<file path="src/rtl/kara_mul_pipe_if.sv">
// rtl/kara_mul_pipe_if.sv - operand/product handshake bundle for kara_mul_pipe
interface kara_mul_pipe_if #(
  parameter int WIDTH = 34,
  parameter int TAG_W = 4
);
  logic                 in_valid;
  logic                 in_ready;
  logic [WIDTH-1:0]     in_a;
  logic [WIDTH-1:0]     in_b;
  logic [TAG_W-1:0]     in_tag;
  logic                 out_valid;
  logic                 out_ready;
  logic [2*WIDTH-1:0]   out_p;
  logic [TAG_W-1:0]     out_tag;

  modport master (
    output in_valid, in_a, in_b, in_tag, out_ready,
    input  in_ready, out_valid, out_p, out_tag
  );

  modport slave (
    input  in_valid, in_a, in_b, in_tag, out_ready,
    output in_ready, out_valid, out_p, out_tag
  );
endinterface

</file>
<file path="src/rtl/kara_mul_pipe.sv">
// rtl/kara_mul_pipe.sv - four-stage one-level Karatsuba unsigned multiplier
module kara_mul_pipe #(
  parameter int WIDTH = 34,
  parameter int TAG_W = 4,
  parameter int CNT_W = 16
) (
  input  logic             clk,
  input  logic             rst_n,
  kara_mul_pipe_if.slave   bus,
  output logic [CNT_W-1:0] done_cnt
);
  localparam int H  = WIDTH / 2;
  localparam int PW = 2 * WIDTH;

  logic             en;
  logic             v1_q, v2_q, v3_q, v4_q;
  logic [WIDTH-1:0] s1_a_q, s1_b_q;
  logic [TAG_W-1:0] tag1_q, tag2_q, tag3_q, tag4_q;
  logic [2*H-1:0]   p0_2_q, p2_2_q, p0_3_q, p2_3_q;
  logic [2*H+1:0]   p11_q;
  logic [2*H:0]     mid_q;
  logic [PW-1:0]    p4_q;
  logic [CNT_W-1:0] cnt_q;

  logic [H:0]       sum_a, sum_b;
  logic [2*H-1:0]   p0_d, p2_d;
  logic [2*H+1:0]   p11_d, mid_full;
  logic [2*H:0]     mid_d;
  logic [PW-1:0]    p4_d;
  logic             unused_mid_msb;

  // Global stall: only a presented-but-unaccepted product freezes the pipe.
  assign en            = ~(v4_q & ~bus.out_ready);
  assign bus.in_ready  = en;
  assign bus.out_valid = v4_q;
  assign bus.out_p     = p4_q;
  assign bus.out_tag   = tag4_q;
  assign done_cnt      = cnt_q;

  // Split the S1 operands into halves and form the three partial products.
  always_comb begin
    sum_a = {1'b0, s1_a_q[H-1:0]} + {1'b0, s1_a_q[WIDTH-1:H]};
    sum_b = {1'b0, s1_b_q[H-1:0]} + {1'b0, s1_b_q[WIDTH-1:H]};
    p0_d  = {{H{1'b0}}, s1_a_q[H-1:0]} * {{H{1'b0}}, s1_b_q[H-1:0]};
    p2_d  = {{H{1'b0}}, s1_a_q[WIDTH-1:H]} * {{H{1'b0}}, s1_b_q[WIDTH-1:H]};
    p11_d = {{(H+1){1'b0}}, sum_a} * {{(H+1){1'b0}}, sum_b};
  end

  // Middle term and final recombination; mid is a0*b1 + a1*b0 so its top bit is always clear.
  always_comb begin
    mid_full = p11_q - {2'b00, p0_2_q} - {2'b00, p2_2_q};
    mid_d    = mid_full[2*H:0];
    p4_d     = {{(PW-2*H){1'b0}}, p0_3_q}
             + ({{(PW-2*H-1){1'b0}}, mid_q} << H)
             + ({{(PW-2*H){1'b0}}, p2_3_q} << (2*H));
  end

  assign unused_mid_msb = mid_full[2*H+1];

  // Pipeline stages; bubbles travel with their slot and every stage holds on stall.
  always_ff @(posedge clk or negedge rst_n) begin
    if (!rst_n) begin
      v1_q   <= 1'b0;
      v2_q   <= 1'b0;
      v3_q   <= 1'b0;
      v4_q   <= 1'b0;
      s1_a_q <= '0;
      s1_b_q <= '0;
      tag1_q <= '0;
      tag2_q <= '0;
      tag3_q <= '0;
      tag4_q <= '0;
      p0_2_q <= '0;
      p2_2_q <= '0;
      p11_q  <= '0;
      mid_q  <= '0;
      p0_3_q <= '0;
      p2_3_q <= '0;
      p4_q   <= '0;
    end else if (en) begin
      v1_q   <= bus.in_valid;
      s1_a_q <= bus.in_a;
      s1_b_q <= bus.in_b;
      tag1_q <= bus.in_tag;
      v2_q   <= v1_q;
      tag2_q <= tag1_q;
      p0_2_q <= p0_d;
      p2_2_q <= p2_d;
      p11_q  <= p11_d;
      v3_q   <= v2_q;
      tag3_q <= tag2_q;
      mid_q  <= mid_d;
      p0_3_q <= p0_2_q;
      p2_3_q <= p2_2_q;
      v4_q   <= v3_q;
      tag4_q <= tag3_q;
      p4_q   <= p4_d;
    end
  end

  // Count consumed products, wrapping naturally at 2^CNT_W.
  always_ff @(posedge clk or negedge rst_n) begin
    if (!rst_n) begin
      cnt_q <= '0;
    end else if (v4_q && bus.out_ready) begin
      cnt_q <= cnt_q + 1'b1;
    end
  end
endmodule
</file>
<file path="src/flat_wrapper.sv">
// flat-port wrapper written by rule: the top's interface ports become plain ports
module kara_mul_pipe_flat 
#(
  parameter int WIDTH = 34,
  parameter int TAG_W = 4,
  parameter int CNT_W = 16
)
  (clk, rst_n, done_cnt, bus_in_valid, bus_in_a, bus_in_b, bus_in_tag, bus_out_ready, bus_in_ready, bus_out_valid, bus_out_p, bus_out_tag);
  kara_mul_pipe_if #(.WIDTH(WIDTH), .TAG_W(TAG_W)) bus_i ();
  input  logic clk;
  input  logic rst_n;
  output logic [CNT_W-1:0] done_cnt;
  input wire logic [$bits(bus_i.in_valid)-1:0] bus_in_valid;
  input wire logic [$bits(bus_i.in_a)-1:0] bus_in_a;
  input wire logic [$bits(bus_i.in_b)-1:0] bus_in_b;
  input wire logic [$bits(bus_i.in_tag)-1:0] bus_in_tag;
  input wire logic [$bits(bus_i.out_ready)-1:0] bus_out_ready;
  output wire logic [$bits(bus_i.in_ready)-1:0] bus_in_ready;
  output wire logic [$bits(bus_i.out_valid)-1:0] bus_out_valid;
  output wire logic [$bits(bus_i.out_p)-1:0] bus_out_p;
  output wire logic [$bits(bus_i.out_tag)-1:0] bus_out_tag;
  assign bus_i.in_valid = bus_in_valid;
  assign bus_i.in_a = bus_in_a;
  assign bus_i.in_b = bus_in_b;
  assign bus_i.in_tag = bus_in_tag;
  assign bus_i.out_ready = bus_out_ready;
  assign bus_in_ready = bus_i.in_ready;
  assign bus_out_valid = bus_i.out_valid;
  assign bus_out_p = bus_i.out_p;
  assign bus_out_tag = bus_i.out_tag;
  kara_mul_pipe #(.WIDTH(WIDTH), .TAG_W(TAG_W), .CNT_W(CNT_W)) u_core (.clk(clk), .rst_n(rst_n), .bus(bus_i), .done_cnt(done_cnt));
endmodule
</file>
<file path="config.mk">
export PLATFORM = sky130hd
export DESIGN_NAME = kara_mul_pipe_flat
export DESIGN_NICKNAME = d
export VERILOG_FILES = /design/src/rtl/kara_mul_pipe_if.sv /design/src/rtl/kara_mul_pipe.sv /design/src/flat_wrapper.sv
export SDC_FILE = /design/constraint.sdc
export NUM_CORES = 2
export LEC_CHECK = 0
export ABC_AREA = 1
export BUFFER_PORTS_ARGS = -buffer_cell sky130_fd_sc_hd__buf_2
export CORE_MARGIN = 5
export CORE_UTILIZATION = 38
export DETAILED_ROUTE_END_ITERATION = 10
export SYNTH_ARGS = -nofsm -noshare
export SYNTH_HDL_FRONTEND = slang
export SYNTH_SLANG_ARGS = --single-unit
</file>
<file path="constraint.sdc">
create_clock -name clk -period 16.2 [get_ports clk]
set_input_delay 0 -clock clk [delete_from_list [all_inputs] [get_ports clk]]
set_output_delay 0 -clock clk [all_outputs]
set_load 0.02 [all_outputs]
</file>
Yosys cells after proc, flatten, opt, wreduce, memory -nomap -nowiden
Index checks and enable logic that the tools add are counted.
{ "word_totals": {"regBits": 378, "input_bits": 76, "output_inout_bits": 90, "wordCells": 32} }
{ "op_classes": {"add_sub_neg": 7, "n_mul": 3, "n_bitwise": 3, "reduce_logical": 1} }
{ "ops": {"columns": ["cell", "n"], "rows": [
  ["$sub 35x34->35", 2],
  ["$add 68x68->68", 1],
  ["$mul 17x17->34", 2],
  ["$add 34x52->53", 1],
  ["$add 17x17->18", 2],
  ["$mul 18x18->35", 1],
  ["$add 16x1->16 const B", 1],
  ["$not 1->1", 2],
  ["$and 1x1->1", 1],
  ["$logic_and 1x1->1", 1]
]} }

Longest topological paths before layout
{ "depth": {"depth_word": 3, "ltp_mapped": 40} }

Worst setup path before layout
OpenSTA, ideal clock, no wires.
{ "synth_path": {"kind": "register -> register", "from": "reg u_core.s1_a_q[1]", "to": "reg u_core.p11_q[22]", "setup_ps": 118, "t_arrival_ps": 6653, "setup_slack_ps": 9429, "stages_incl_launch_ff": 37, "synth_period_minus_slack_ps": 6771, "path_cell_list": "dfrtp_1 > clkbuf_1 > inv_1 > fa_1 > inv_1 > nand3_1 > nand2_1 > a21oi_1 > o21ai_1 > nand3_1 > nand2_1 > nand2_1 > nand2_1 > buf_2 > nand2_1 > fa_1 > inv_1 > fa_1 > inv_1 > fa_1 > inv_1 > fa_1 > fa_1 > inv_1 > fa_1 > inv_1 > ha_1 > nand2_1 > nor2_1 > nor3b_1 > nand2_1 > nand2_1 > inv_1 > nor2_1 > o21ai_0 > nand3_1 > nand2_1"} }
{ "synth_via": {"elab_chain_len": 2} }
{ "synth_lines": {"columns": ["item", "line_no", "source"], "rows": [
  ["from (decl)", "kara_mul_pipe.sv:17", "logic [WIDTH-1:0] s1_a_q, s1_b_q;"],
  ["from (signal assigned)", "kara_mul_pipe.sv:82", "s1_a_q <= bus.in_a;"],
  ["$add 17x17->18", "kara_mul_pipe.sv:42", "sum_a = {1'b0, s1_a_q[H-1:0]} + {1'b0, s1_a_q[WIDTH-1:H]};"],
  ["$mul 18x18->35", "kara_mul_pipe.sv:46", "p11_d = {{(H+1){1'b0}}, sum_a} * {{(H+1){1'b0}}, sum_b};"],
  ["to (signal assigned)", "kara_mul_pipe.sv:89", "p11_q <= p11_d;"],
  ["to (decl)", "kara_mul_pipe.sv:20", "logic [2*H+1:0] p11_q;"]
]} }
Every way passes these cells.
A chain may end at the register's enable or synchronous reset.

Worst setup path in the final report
{ "layout_path": {"from": "reg u_core.s1_a_q[2]", "to": "reg u_core.p11_q[31]"} }
The elaborated chain is that of the path after synthesis.

==> out/metrics.csv <==
stage;metric;value;unit
setup_path;Crit Path Category;register to register;
global_routing;GRT met2 Usage;0.3837;
route;Pre-Repair DR Iteration Count;6;
synthesis;post-synthesis sequential area ratio;0.1801;
timing;Achievable Freq;118.9;MHz
floorplan;I/O pin count;166;
route;final antenna-violating net count;0;
setup_path;slowest cell on the critical path;dfrtp_1;
place;post-DP HPWL;138.5;mm
timing;Setup Total Neg Slack;0;ns
synthesis;Yosys reg bits;378;
timing;RSZ-0062 raised after global routing;false;
timing;final hold violations;0;
clocking;clk buf depth;3;
layout;final net count;8330;
route;Initial DRC Count;3510;
route;via count;44870;
timing;final period utilization;0.5192;
setup_path;Critical R2R Launch;u_core.s1_a_q[2];
synthesis;Post-synth EDFFs;0;
floorplan;die width;381.7;µm
synthesis;Synth cell types;53;
timing;fin crit period;8.410;ns
synthesis;Synth Flop Type;dfrtp_1;
floorplan;Die Ht;381.7;µm
clocking;Worst-Skew Late Latency;0.64;ns
synthesis;Avg Cell Area, Syn;7.539;µm²
global_routing;first-pass GRT wire length;270.5;mm
clocking;H-tree levels;2;
synthesis;Post-Syn Nets;8211;
global_routing;busiest grt layer;met2;
synthesis;Post-Synth Simple-Gate Area;0.2341;
clocking;CTS tree;built;
synthesis;Post-Synth Adder-Cell Area;0.3847;
global_routing;Tot GR Track Use;0.2369;
global_routing;M3 GR Usage;0.03918;
synthesis;combinational family with the most area after synthesis;adder cells;
timing;final setup vio count;0;
setup_path;family with the most delay on the worst path;adder cells;
setup_path;RR Endpoint;u_core.p11_q[31];
setup_path;critical path peak fanout;19;
layout;Area growth syn-to-layout;9.733;%
global_routing;pin count of the biggest net entering global routing;172;
floorplan;Initial Utilization;0.3824;
clocking;CTS Buf Count;49;
synthesis;Async S/R FF share, synth;1.000;
layout;total of fill cells in the finished design;14120;
synthesis;post-synthesis compound-gate area fraction;0.06231;
setup_path;CP required;16.72;ns
synthesis;XOR/XNOR Fraction of Synth Area;0.01437;
setup_path;CP Buf/Inv Count;3;
synthesis;Yosys Warn Count;0;
setup_path;r2r setup slk;7.79;ns
route;detailed-route wire length;171.4;mm
setup_path;R2R cell count;27;
place;RD Place Congestion;0.9379;
floorplan;row cnt;136;
status;status;finished, final reports clean;
place;IO Port Bufs;165;
setup_path;Max stage delay on crit path;0.95;ns
timing;Max Slew Vio Count;0;
clocking;post-cts gate resize count;0;
setup_path;crit start category;register;
run;Max-cap violations;0;
timing;Slew @ Worst Pin;1.088;ns
synthesis;mux contribution to synthesized area;0.0002144;
global_routing;initial antenna violation count;2;
global_routing;M1 GR Usage;0.3239;
route;DRC viols;0;
setup_path;CP arrival;8.93;ns
timing;Clock Skews;0.02922;ns
floorplan;die area;0.1457;mm²
global_routing;gr ovfl total;0;
route;WL per Instance;19.22;µm
floorplan;core area;0.1373;mm²
route;vias per cell;5.032;
setup_path;CP Capture Type;register;
synthesis;Gate Count Post-Synth;6965;
clocking;CTS root buf;clkbuf_16;
hold_path;Hold Path Class;input pin to async pin;
synthesis;post-synthesis cell area;0.05251;mm²
global_routing;vias in the first global route;46660;
timing;slew margin rel.;0.2712;
layout;max reg flops;68;
layout;share of cells above drive strength 1;0.05826;
clocking;clk slew on worst S/H paths;0.06;ns
clocking;Post-CTS Setup Bufs;0;
clocking;CTS sink count;378;
[kinds of logic (layout without fill, tap and decap cells)]
kind of cell / after synthesis / count (layout)
fa+ha+maj: 1170 / 1170
other cells: 0 / 1
buf+inv: 1713 / 1871
simple gates: 3021 / 3021
compound gates: 601 / 601
xor+xnor: 81 / 81
flops: 378 / 378
mux: 1 / 1
[how the worst max path moves through the flow]
stage                                 from               end  slack [ns]  depth (start not counted)
after global routing      u_core.s1_b_q[0]  u_core.p11_q[31]        7.24                         28
after floorplan           u_core.s1_a_q[1]  u_core.p11_q[22]        9.43                         36
after detailed placement  u_core.s1_b_q[0]  u_core.p11_q[31]        7.89                         28
after CTS                 u_core.s1_b_q[0]  u_core.p11_q[31]        7.87                         28
after global placement    u_core.s1_b_q[0]  u_core.p11_q[31]        8.06                         28
final                     u_core.s1_a_q[2]  u_core.p11_q[31]        7.79                         27
[what timing repair did]
item | CTS | global route
endpoints found under the setup margin | 0 | 0
hold endpoints to repair | 170 | 0
hold buffers | 76 | 0
[cell type report]
class	count	area [µm²]	area share
clock buffers	66	1410	0.02447
multi-input cells	4874	36560	0.6345
repair buffers	316	2190	0.03800
clock inverters	24	250.2	0.004343
inverters	1465	5507	0.09556
diodes	1	2.502	0.00004343
well taps	1794	2245	0.03895
flip-flops and latches	378	9459	0.1642
[synth_stat cells, types with 9 or more instances]
cell type  number  area (µm²)
a21oi_1       205        1026
nor2_1        378        1419
xnor2_1        39       341.6
dfrtp_1       378        9459
nand3b_1       30       225.2
buf_2          38       190.2
o21ai_0       287        1436
nor4_1         15       93.84
o21bai_1       26       195.2
nand2_1      2132        8003
o21a_1         18       135.1
a21boi_0        9       67.56
nor3_1         36       180.2
nand3_1       280        1401
ha_1          429        5368
or2_2          44       275.3
xor2_1         39       341.6
a21o_1         18       135.1
fa_1          741       14830
clkbuf_1      190       713.2
nand4_1        70       437.9
inv_1        1456        5465
nor2_2         10       62.56
buf_1          11       41.29
[worst register-to-register path, delay by kind of cell, from the launching register on]
kind	cells	cell delay [ns]
adder cells (fa/ha/maj)	8	3.79
flip-flops	1	0.95
AO/OA/AOI/OAI	2	0.69
XOR/XNOR	1	0.84
buffers and inverters	3	0.15
AND/OR/NAND/NOR	13	1.88
[layer usage]
layer	up-vias	share of wire
met5	-	0
met4	0	0.037
met3	265	0.069
met2	1482	0.45
met1	21910	0.44
li1	21210	-
[metrics by stage]
stage | hold WS (ns) | worst slack (ns) | util | instances | cell area, µm²
floorplan | -0.2956 | 9.429 | - | 6965 | 52510
global placement | 0.02790 | 8.059 | 0.4018 | 8751 | 55180
detailed placement | 0.02528 | 7.889 | 0.4018 | 8751 | 55180
CTS | 0.01247 | 7.865 | 0.4196 | 8917 | 57620
global route | 0.06823 | 7.244 | 0.4196 | 8917 | 57620
finish | 0.04321 | 7.790 | 0.4196 | 8918 | 57620
[cells in the final DEF (no fill, tap or decap), types with 7 or more instances in the layout]
| master | synthesis | final |
|---|---|---|
| dlygate4sd3_1 | 0 | 75 |
| nand2_2 | 7 | 7 |
| nor3_1 | 36 | 36 |
| xnor2_1 | 39 | 37 |
| nor4_1 | 15 | 15 |
| ha_1 | 429 | 429 |
| nand3_1 | 280 | 280 |
| nand4_1 | 70 | 70 |
| nor2_1 | 378 | 377 |
| buf_4 | 6 | 74 |
| a31oi_1 | 8 | 8 |
| nor2_2 | 10 | 10 |
| o31ai_1 | 8 | 8 |
| inv_1 | 1456 | 1456 |
| a21boi_0 | 9 | 9 |
| a21o_1 | 18 | 18 |
| o21bai_1 | 26 | 26 |
| a21oi_1 | 205 | 205 |
| nand3b_1 | 30 | 30 |
| or2_2 | 44 | 44 |
| nand2_1 | 2132 | 2132 |
| clkbuf_16 | 0 | 49 |
| xor2_1 | 39 | 38 |
| o21ai_0 | 287 | 287 |
| o21a_1 | 18 | 18 |
| buf_2 | 38 | 164 |
| clkbuf_8 | 0 | 12 |
| clkinv_2 | 0 | 8 |
| dfrtp_1 | 378 | 378 |
| fa_1 | 741 | 741 |
Power is not shown: default switching activity piles up to over one toggle a cycle in this logic, so the estimate is an artifact.
